## src/rtl/lfsr_ctrl_pkg.sv

```systemverilog
// rtl/lfsr_ctrl_pkg.sv - shared types and constants for the LFSR sequencing controller
package lfsr_ctrl_pkg;

    typedef enum logic [1:0] {
        IDLE    = 2'd0,
        SEED    = 2'd1,
        RUN     = 2'd2,
        DELIVER = 2'd3
    } lfsr_ctrl_state_t;

    localparam int PERIOD_CNT_W = 8;

endpackage

```

## src/rtl/rr_arbiter.sv

```systemverilog
// rtl/rr_arbiter.sv - combinational round-robin pick starting after the last granted index
module rr_arbiter #(
    parameter int NUM_REQ = 4,
    localparam int IDX_W = (NUM_REQ > 1) ? $clog2(NUM_REQ) : 1
) (
    input  logic [NUM_REQ-1:0] req_i,
    input  logic [IDX_W-1:0]   ptr_i,
    output logic [IDX_W-1:0]   idx_o,
    output logic               valid_o
);

    // Walk candidates from farthest to nearest so the nearest set bit after ptr wins.
    always_comb begin
        int c;
        logic [IDX_W-1:0] ci;
        idx_o   = '0;
        valid_o = 1'b0;
        c       = 0;
        ci      = '0;
        for (int k = NUM_REQ; k >= 1; k--) begin
            c  = (int'(ptr_i) + k) % NUM_REQ;
            ci = IDX_W'(c);
            if (req_i[ci]) begin
                idx_o   = ci;
                valid_o = 1'b1;
            end
        end
    end

endmodule

```

## src/rtl/lfsr_ctrl.sv

```systemverilog
// rtl/lfsr_ctrl.sv - seeds, steps and shares an LFSR; LFSR_CTRL_PERIOD_CNT_EN adds o_Period_Cnt
module lfsr_ctrl
    import lfsr_ctrl_pkg::*;
#(
    parameter int                  NUM_BITS     = 3,
    parameter int                  NUM_REQ      = 4,
    parameter int                  STEPS        = NUM_BITS,
    parameter logic [NUM_BITS-1:0] DEFAULT_SEED = NUM_BITS'(1)
) (
    input  logic                    i_Clk,
    input  logic                    i_Rst_L,
    input  logic [NUM_REQ-1:0]      i_Req,
    output logic [NUM_REQ-1:0]      o_Gnt,
    output logic [NUM_BITS-1:0]     o_Rand_Data,
    output logic                    o_Rand_DV,
    input  logic                    i_Seed_Req,
    input  logic [NUM_BITS-1:0]     i_Seed_Data,
    output logic                    o_Seed_Ack,
    output logic                    o_LFSR_Enable,
    output logic                    o_LFSR_Seed_DV,
    output logic [NUM_BITS-1:0]     o_LFSR_Seed_Data,
    input  logic [NUM_BITS-1:0]     i_LFSR_Data,
    input  logic                    i_LFSR_Done,
`ifdef LFSR_CTRL_PERIOD_CNT_EN
    output logic [PERIOD_CNT_W-1:0] o_Period_Cnt,
`endif
    output logic                    o_Busy
);

    localparam int IDX_W = $clog2(NUM_REQ);
    localparam int CNT_W = (STEPS > 1) ? $clog2(STEPS) : 1;

    lfsr_ctrl_state_t     state_q, state_d;
    logic                 init_pending_q, init_pending_d;
    logic [NUM_BITS-1:0]  seed_q, seed_d;
    logic [CNT_W-1:0]     step_q, step_d;
    logic [IDX_W-1:0]     idx_q, idx_d;
    logic [IDX_W-1:0]     ptr_q, ptr_d;
    logic                 en_q, en_d;
    logic                 seed_dv_q, seed_dv_d;
    logic                 ack_q, ack_d;
    logic                 dv_q, dv_d;
    logic [NUM_REQ-1:0]   gnt_q, gnt_d;
    logic                 busy_q, busy_d;

    logic [IDX_W-1:0]     arb_idx;
    logic                 arb_valid;

    rr_arbiter #(.NUM_REQ(NUM_REQ)) u_arb (
        .req_i   (i_Req),
        .ptr_i   (ptr_q),
        .idx_o   (arb_idx),
        .valid_o (arb_valid)
    );

    // Next state plus the output values that belong to the state being entered.
    always_comb begin
        state_d        = state_q;
        init_pending_d = init_pending_q;
        seed_d         = seed_q;
        step_d         = step_q;
        idx_d          = idx_q;
        ptr_d          = ptr_q;
        en_d           = 1'b0;
        seed_dv_d      = 1'b0;
        ack_d          = 1'b0;
        dv_d           = 1'b0;
        gnt_d          = '0;
        unique case (state_q)
            IDLE: begin
                if (init_pending_q) begin
                    state_d        = SEED;
                    seed_d         = DEFAULT_SEED;
                    init_pending_d = 1'b0;
                    en_d           = 1'b1;
                    seed_dv_d      = 1'b1;
                end else if (i_Seed_Req) begin
                    // All-ones locks an XNOR LFSR, so swap in the default seed.
                    state_d   = SEED;
                    seed_d    = (&i_Seed_Data) ? DEFAULT_SEED : i_Seed_Data;
                    en_d      = 1'b1;
                    seed_dv_d = 1'b1;
                    ack_d     = 1'b1;
                end else if (arb_valid) begin
                    state_d = RUN;
                    idx_d   = arb_idx;
                    step_d  = '0;
                    en_d    = 1'b1;
                end
            end
            SEED: begin
                state_d = IDLE;
            end
            RUN: begin
                if (step_q == CNT_W'(STEPS - 1)) begin
                    state_d = DELIVER;
                    dv_d    = 1'b1;
                    gnt_d   = NUM_REQ'(1) << idx_q;
                end else begin
                    step_d = step_q + CNT_W'(1);
                    en_d   = 1'b1;
                end
            end
            DELIVER: begin
                ptr_d   = idx_q;
                state_d = IDLE;
            end
            default: state_d = IDLE;
        endcase
        busy_d = (state_d != IDLE);
    end

    // State and registered outputs; reset aborts any word in flight.
    always_ff @(posedge i_Clk) begin
        if (!i_Rst_L) begin
            state_q        <= IDLE;
            init_pending_q <= 1'b1;
            seed_q         <= '0;
            step_q         <= '0;
            idx_q          <= '0;
            ptr_q          <= IDX_W'(NUM_REQ - 1);
            en_q           <= 1'b0;
            seed_dv_q      <= 1'b0;
            ack_q          <= 1'b0;
            dv_q           <= 1'b0;
            gnt_q          <= '0;
            busy_q         <= 1'b0;
        end else begin
            state_q        <= state_d;
            init_pending_q <= init_pending_d;
            seed_q         <= seed_d;
            step_q         <= step_d;
            idx_q          <= idx_d;
            ptr_q          <= ptr_d;
            en_q           <= en_d;
            seed_dv_q      <= seed_dv_d;
            ack_q          <= ack_d;
            dv_q           <= dv_d;
            gnt_q          <= gnt_d;
            busy_q         <= busy_d;
        end
    end

    assign o_Gnt            = gnt_q;
    assign o_Rand_DV        = dv_q;
    assign o_Rand_Data      = dv_q ? i_LFSR_Data : '0;
    assign o_Seed_Ack       = ack_q;
    assign o_LFSR_Enable    = en_q;
    assign o_LFSR_Seed_DV   = seed_dv_q;
    assign o_LFSR_Seed_Data = seed_q;
    assign o_Busy           = busy_q;

`ifdef LFSR_CTRL_PERIOD_CNT_EN
    logic [PERIOD_CNT_W-1:0] period_q, period_d;

    // Count LFSR wrap-arounds seen while stepping; saturate, restart on every seed load.
    always_comb begin
        period_d = period_q;
        if (state_q == SEED) begin
            period_d = '0;
        end else if (state_q == RUN && i_LFSR_Done && period_q != '1) begin
            period_d = period_q + PERIOD_CNT_W'(1);
        end
    end

    // Period counter register.
    always_ff @(posedge i_Clk) begin
        if (!i_Rst_L) begin
            period_q <= '0;
        end else begin
            period_q <= period_d;
        end
    end

    assign o_Period_Cnt = period_q;
`else
    logic unused_done;
    assign unused_done = i_LFSR_Done;
`endif

endmodule

```

## config.mk

```make
export PLATFORM = sky130hd
export DESIGN_NAME = lfsr_ctrl
export DESIGN_NICKNAME = d
export VERILOG_FILES = /design/src/rtl/lfsr_ctrl_pkg.sv /design/src/rtl/rr_arbiter.sv /design/src/rtl/lfsr_ctrl.sv
export SDC_FILE = /design/constraint.sdc
export NUM_CORES = 1
export LEC_CHECK = 0
export CAP_MARGIN = 20
export CORE_MARGIN = 5
export CORE_UTILIZATION = 47
export CTS_BUF_LIST = sky130_fd_sc_hd__clkbuf_4
export CTS_CLUSTER_DIAMETER = 30
export DETAILED_ROUTE_END_ITERATION = 12
export GPL_TIMING_DRIVEN = 0
export MAX_ROUTING_LAYER = met4
export PLACE_DENSITY = 0.81
export SYNTH_ARGS = -nofsm -noshare
export SYNTH_HDL_FRONTEND = slang
export SYNTH_HIERARCHICAL = 1
export SYNTH_SLANG_ARGS = --single-unit
```

## constraint.sdc

```tcl
create_clock -name i_Clk -period 1.5 [get_ports i_Clk]
set_clock_uncertainty 0.1 [all_clocks]
set_input_delay 0.45 -clock i_Clk [delete_from_list [all_inputs] [get_ports i_Clk]]
set_output_delay 0.45 -clock i_Clk [all_outputs]
set_load 0.05 [all_outputs]
```

=== After elaboration in Yosys (flattened, before gate mapping) ===
Cells that the tools add are included.

* Bits of input ports: 14
* Register bits after elaboration: 21

* Equality and inequality tests: 8
* $add $sub $neg: 5
* Magnitude comparators: 4
* Shift-type cells: 1
* Muxes and demuxes: 38
* Bitwise gates (word level): 4
* Reduce and logical (&&, ||, !) cells: 13

{| class="wikitable"
|+ Operator list
! cell !! count
|-
| 2-bit 2-to-1 mux || 12
|-
| 1-bit 2-to-1 mux || 15
|-
| 2-bit by 3-bit less-than comparator with 1-bit output (second input constant) || 4
|-
| 3-bit 2-to-1 mux || 4
|-
| 1-bit binary-select mux with 2-bit select || 4
|-
| 2-bit inequality test (second input constant) || 4
|-
| 2-bit by 1-bit adder with 2-bit output (second input constant) || 3
|-
| 2-bit == test (second input constant) || 3
|-
| 2-bit case mux with 3 select lines || 1
|-
| 2-bit AND reduction || 3
|-
| 3-bit AND reduction || 2
|-
| 2-bit nonzero test || 3
|-
| 5-bit AND reduction || 1
|-
| 2-bit adder (second input constant) || 2
|-
| 1-bit NOT || 4
|-
| 2-bit case mux with 2 select lines || 1
|-
| 4-bit AND reduction || 1
|-
| 1-bit by 2-bit << shifter with 4-bit output (first input constant) || 1
|-
| 3-bit OR reduction || 1
|-
| 2-bit by 1-bit == test with 1-bit output (second input constant) || 1
|-
| 2-bit zero test || 1
|-
| 1-bit case mux with 2 select lines || 1
|-
| 2-bit OR reduction || 1
|}

=== Longest topological paths before layout ===
* Word-level depth: 12
* Depth in mapped cells: 6
* Mapped depth without buffers: 6

=== Cells and area by module ===
The synthesis kept the hierarchy.

{| class="wikitable"
|+ By module, submodules not included
! module !! area an instance (µm²) !! cells an instance !! times used
|-
| lfsr_ctrl || 823.3 || 90 || 1
|-
| rr_arbiter || 91.3 || 14 || 1
|}

=== Worst setup path before layout ===
Ideal clock, no wire load.

* Path kind: register -> output
* Start point: register dv_q (netlist: o_Rand_DV)
* End point: output o_Rand_Data[0]
* Data required time: 0.950 ns
* Setup slack: -0.182 ns
* Buffers on the path: 0
* Arrival: 1.132 ns
* Stages on the path, launching flop included: 2
* Cells stage by stage: dfxtp_1 > and2_1

* Longest elaborated chain between the ends: 1

{| class="wikitable"
|+ Ends and longest elaborated chain
! what !! RTL line !! RTL
|-
| start: declaration || lfsr_ctrl.sv:42 || <nowiki>logic dv_q, dv_d;</nowiki>
|-
| start signal: assignment || lfsr_ctrl.sv:138 || <nowiki>dv_q <= dv_d;</nowiki>
|-
| 3-bit 2-to-1 mux || lfsr_ctrl.sv:146 || <nowiki>assign o_Rand_Data = dv_q ? i_LFSR_Data : '0;</nowiki>
|-
| end: declaration || lfsr_ctrl.sv:14 || <nowiki>output logic [NUM_BITS-1:0] o_Rand_Data,</nowiki>
|}

No other way between the ends.

=== Worst setup path after layout ===
* Start point: input i_Req[0]
* End point: register step_q[1]

* Longest elaborated chain between the ends: 8
* Elaborated cells on any way between the ends: 14
* Classes of those cells: 1 x eq/ne; 12 x mux; 1 x reduce/logical

{| class="wikitable"
|+ Ends and longest elaborated chain
! what !! RTL line !! RTL
|-
| start: declaration || lfsr_ctrl.sv:12 || <nowiki>input logic [NUM_REQ-1:0] i_Req,</nowiki>
|-
| 1-bit binary-select mux with 2-bit select || rr_arbiter.sv:23 || <nowiki>if (req_i[ci]) begin</nowiki>
|-
| 1-bit 2-to-1 mux (implied by the code) || rr_arbiter.sv:23 ||
|-
| 1-bit 2-to-1 mux (3 in a row) || rr_arbiter.sv:23 ||
|-
| 1-bit 2-to-1 mux (*) || rr_arbiter.sv:23 ||
|-
| net arb_valid || lfsr_ctrl.sv:47 || <nowiki>logic arb_valid;</nowiki>
|-
| 2-bit inequality test (no line) (*) || - ||
|-
| 5-bit AND reduction (no line) (*) || - ||
|-
| end signal: assignment || lfsr_ctrl.sv:132 || <nowiki>step_q <= step_d;</nowiki>
|-
| end: declaration || lfsr_ctrl.sv:36 || <nowiki>logic [CNT_W-1:0] step_q, step_d;</nowiki>
|}

The timed path passes the listed nets; every way through them passes the cells marked *. The select of a mux whose other input is x is not followed.
A chain may end at the register's enable or synchronous reset.

==> results by stage <==
Clocking:
- After clock tree synthesis, the flow added hold-fix buffers numbering 0.
- For the worst-skew pair, the clock arrives at the later sink with an insertion delay of roughly 300 ps.
- The TritonCTS clock tree is built.
- The maximum clock insertion buffer count is 2.
- The clock net sink count is 21.
- The H-tree depth is 1.
- The register clock-pin slew on the reported worst setup and hold paths is 120 ps.
- Counting the buffers created by CTS gives 3.
- The tree is rooted in a sky130_fd_sc_hd__clkbuf_4.

Worst setup path:
- The worst register-to-register path ends at step_q[1]$_SDFFE_PN0P_.
- Of all nets on the critical path, the largest fanout is 3.
- The dominant delay contributor by cell family on the critical path is simple AND/OR/NAND/NOR gates.
- The worst setup path is launched from an input port.
- Across all register-to-register paths, the minimum setup slack is 40 ps.
- The worst setup path category is in -> reg.
- The slowest stage cell on the critical path is sky130_fd_sc_hd__or3b_4.
- The worst setup path is captured at a flip-flop.
- The startpoint of the worst register-to-register path is step_q[0]$_SDFFE_PN0P_.
- The number of cells on the worst reg-to-reg path is 5.
- Data arrives at the worst endpoint at 1570 ps.
- The buffering stage count on the worst path with inverters included is 1.
- Walking the worst path, the cells encountered are dlygate4sd2_1, nor2_1, nand2_1, or3b_4, o211ai_1, a31oi_1.
- The largest single stage delay on the critical path is 400 ps.
- STA puts the critical path data required time at ~1600 ps.

Detailed routing:
- In this run the remaining antenna-violating nets after routing total 0.
- In the routed layout, each cell is associated on average with a via count of 5.13.
- The number of detailed-routing iterations run before antenna repair is 4.
- The final layout contains routed wiring with a total length of 2100 um.
- The residual DRC count is 0.
- The detailed-route via count is 836.
- The violation count after the first detailed-route iteration is 18.
- In the final routed layout, each cell accounts on average for 12.9 um.

Timing:
- The number of hold violations in the final report is 0.
- Setup repair after global routing could not meet its margin everywhere.
- The number of max-slew violations in the final report is 0.
- Headroom to the max-slew limit came out at 68.1%.
- For the final routed database, the setup TNS stands at 0 ps.
- The maximum frequency from static timing analysis is 671 MHz.
- At the pin with the least slew margin, the transition time is 476 ps.
- The number of setup violations in the final report is 0.
- The clock period minus final worst setup slack is 1490 ps.
- The post-route worst setup slack is 8.68 ps.
- The fraction of the cycle the final worst path needs is 99.4%.
- The worst hold margin is 385 ps.

Synth:
- The largest family of logic cells by synthesized area is simple AND/OR/NAND/NOR gates.
- Of the total synthesized cell area, the portion taken by full adders, half adders and majority gates is 1.37%.
- The number of nets in the synthesized netlist is 119.
- Multiplexer cells account for 3.28% of the synthesized area.
- After technology mapping, the gate count stands at 104.
- The XOR/XNOR share of the synthesized area is 0%.
- Summing the sequential cell areas from Yosys gives 46.0% of the chip area.
- The cell area that synthesis handed to floorplanning was between 900 and 1000 um^2.
- The simple-gate portion of the synthesized area is a little under a third.
- The commonest register cell after synthesis is sky130_fd_sc_hd__dfxtp_1.
- The share of synthesized registers carrying an async set or reset is 0%.
- A synthesized cell averages 8.79 um^2.
- The count of different cell masters after synthesis is 32.
- The synthesized netlist devotes 14.0% of its cell area to compound gates.
- The synthesized design contains 0 enable-type register cells.
- After synthesis the netlist holds a flip-flop and latch count of 21.
- The warning count from the yosys run is 6.

GRT:
- The number of antenna violations at the first check in global routing came to 0.
- The via count of the first global-routing pass came to 766.
- Entering global routing, the biggest net connects 12 pins.
- Global routing used 16.0% of the available tracks across all layers.
- The global-route wire length before repair is 3350 um.
- For this run the aggregate overflow at the end of global routing stands at 0.

Layout:
- In the final layout, flip-flops and latches occupy roughly 430 um^2.
- The fraction of layout instances using a drive strength above 1 is 27.2%.
- The filler cells instantiated in the layout total 168.
- Once layout is complete, the cells apart from fillers number 163.
- The area growth from synthesis to layout is 35.7%.
- The multi-input combinational cells in the finished layout cover a total of approximately 480 um^2.
- The final layout contains 152 nets.
- The number of antenna diodes in the final layout is 0.

Floorplanning:
- The height of the die is ~54 um.
- The die covers 2930 um^2.
- The die extent in x is 54.1 um.
- The core area is 1900 um^2.
- In this run the count of I/O pins placed on the die edge is 29.
- Row generation in the floorplan step produced 16 rows.
- The starting density of the core is approximately half.

Power and ir drop:
- The peak supply drop is 0.573 mV.
- Power spread over the standard cell area amounts to 906 nW/um^2.
- The leakage power figure is around 0.00056 uW.

Place:
- At the end of routability-driven placement, the weighted congestion stood at 0.761.
- The cell count after placement is between 150 and 200.
- Port buffering added 27 buffers.
- The placed wire-length estimate is 1540 um.
- Prior to clock tree synthesis, the placed netlist has a worst setup slack of -888 ps.

Hold path:
- The class of the tightest hold or removal check is reg -> reg.
- The worst hold path terminates at o_LFSR_Seed_Data[2]$_SDFFE_PN0P_.
- The hold path depth is 2.
- The worst hold path begins at o_LFSR_Seed_Data[2]$_SDFFE_PN0P_.

Run:
- The max-capacitance violation count is 0.

Outcome:
- The flow ran to the end, and the final reports show no timing, DRC or antenna violations.
-- flip-flops by register name (all words and copies together) (netlist names) --
register / count
o_Gnt: 4
o_LFSR_Seed_Data: 3
idx_q: 2
ptr_q: 2
state_q: 2
step_q: 2
init_pending_q: 1
o_Busy: 1
o_LFSR_Enable: 1
o_LFSR_Seed_DV: 1
o_Rand_DV: 1
o_Seed_Ack: 1
-- cells by family after synthesis --
| group | after synthesis |
|---|---|
| simple gates | 52 |
| compound gates | 19 |
| fa+ha+maj | 1 |
| mux | 3 |
| flops | 21 |
| buf+inv | 8 |
-- area by class of cell --
class,instances,area share [%]
tap,27,2.72
timing repair buffer,28,19.3
clock buffer,4,2.42
multi-input combinational,75,38.4
buffer,3,1.41
inverter,5,1.51
sequential,21,34.3
-- Yosys cell counts, types with 3 or more instances --
master                      n  area [um^2]
sky130_fd_sc_hd__nand3_1    5         25.0
sky130_fd_sc_hd__nor2_1     7         26.3
sky130_fd_sc_hd__dfxtp_1   21          420
sky130_fd_sc_hd__a21oi_1    7         35.0
sky130_fd_sc_hd__nand2_1   15         56.3
sky130_fd_sc_hd__and2b_1    3         22.5
sky130_fd_sc_hd__a31oi_1    4         25.0
sky130_fd_sc_hd__mux2i_1    3         30.0
sky130_fd_sc_hd__and2_1     4         25.0
sky130_fd_sc_hd__inv_1      5         18.8
sky130_fd_sc_hd__nand2b_1   4         25.0
-- tightest hold or removal path: cells and delay by family (launching register included) --
kind,cells,cell delay [ps]
DFF,1,330
AOI/OAI and AO/OA,2,120
-- through the flow --
stage	power, uW	util, %	area, um^2
3_3_place_gp	857	64.3	1220
4_1_cts	1130	64.1	1220
6_report	1120	65.3	1240
2_1_floorplan	770	-	920
5_1_grt	1180	65.3	1240
3_5_place_dp	864	64.3	1220
-- metal layers --
layer	share of wire [%]	global-route usage (%)	vias up
met5	0	-	-
met4	1.6	4.98	0
met3	6.0	4.16	6
met2	49	25.2	26
met1	44	19.9	377
li1	-	-	427
-- report_power, final --
| part | internal, uW | leakage [uW] | switching (uW) |
|---|---|---|---|
| sequential | 587 | 0.000173 | 24.5 |
| clock | 122 | 0.0000184 | 164 |
| combinational | 87.9 | 0.000371 | 139 |
-- timing repair --
action,in CTS,in global routing
hold endpoints to repair,0,0
setup endpoints to repair,23,9
resized for setup,101,9
setup buffers,1,0
pin swaps,6,4
-- worst max path at each step --
| stage | start | depth (start not counted) | slack (ps) | to |
|---|---|---|---|---|
| 3_3_place_gp | i_LFSR_Data[0] | 3 | -870 | o_Rand_Data[0] |
| 6_report | i_Req[0] | 6 | 9 | step_q[1]$_SDFFE_PN0P_ |
| 3_5_place_dp | i_LFSR_Data[0] | 3 | -890 | o_Rand_Data[0] |
| 2_1_floorplan | i_Req[2] | 5 | 90 | step_q[1]$_SDFFE_PN0P_ |
| 4_1_cts | o_Rand_DV$_SDFF_PN0_ | 2 | 0.8 | o_Rand_Data[0] |
| 5_1_grt | o_Rand_DV$_SDFF_PN0_ | 2 | -30 | o_Rand_Data[0] |
-- layout by cell type, fill, tap and decap left out, drive strengths merged, types with 5 or more instances in the layout --
cell type,synthesis,routed
dfxtp,21,21
nand2,15,15
buf,2,15
a21oi,8,8
clkbuf,1,8
nor2,7,7
nand3,6,6
inv,5,5
clkdlybuf4s15,0,5
nand2b,5,5
(Power assumes the default switching activity.)
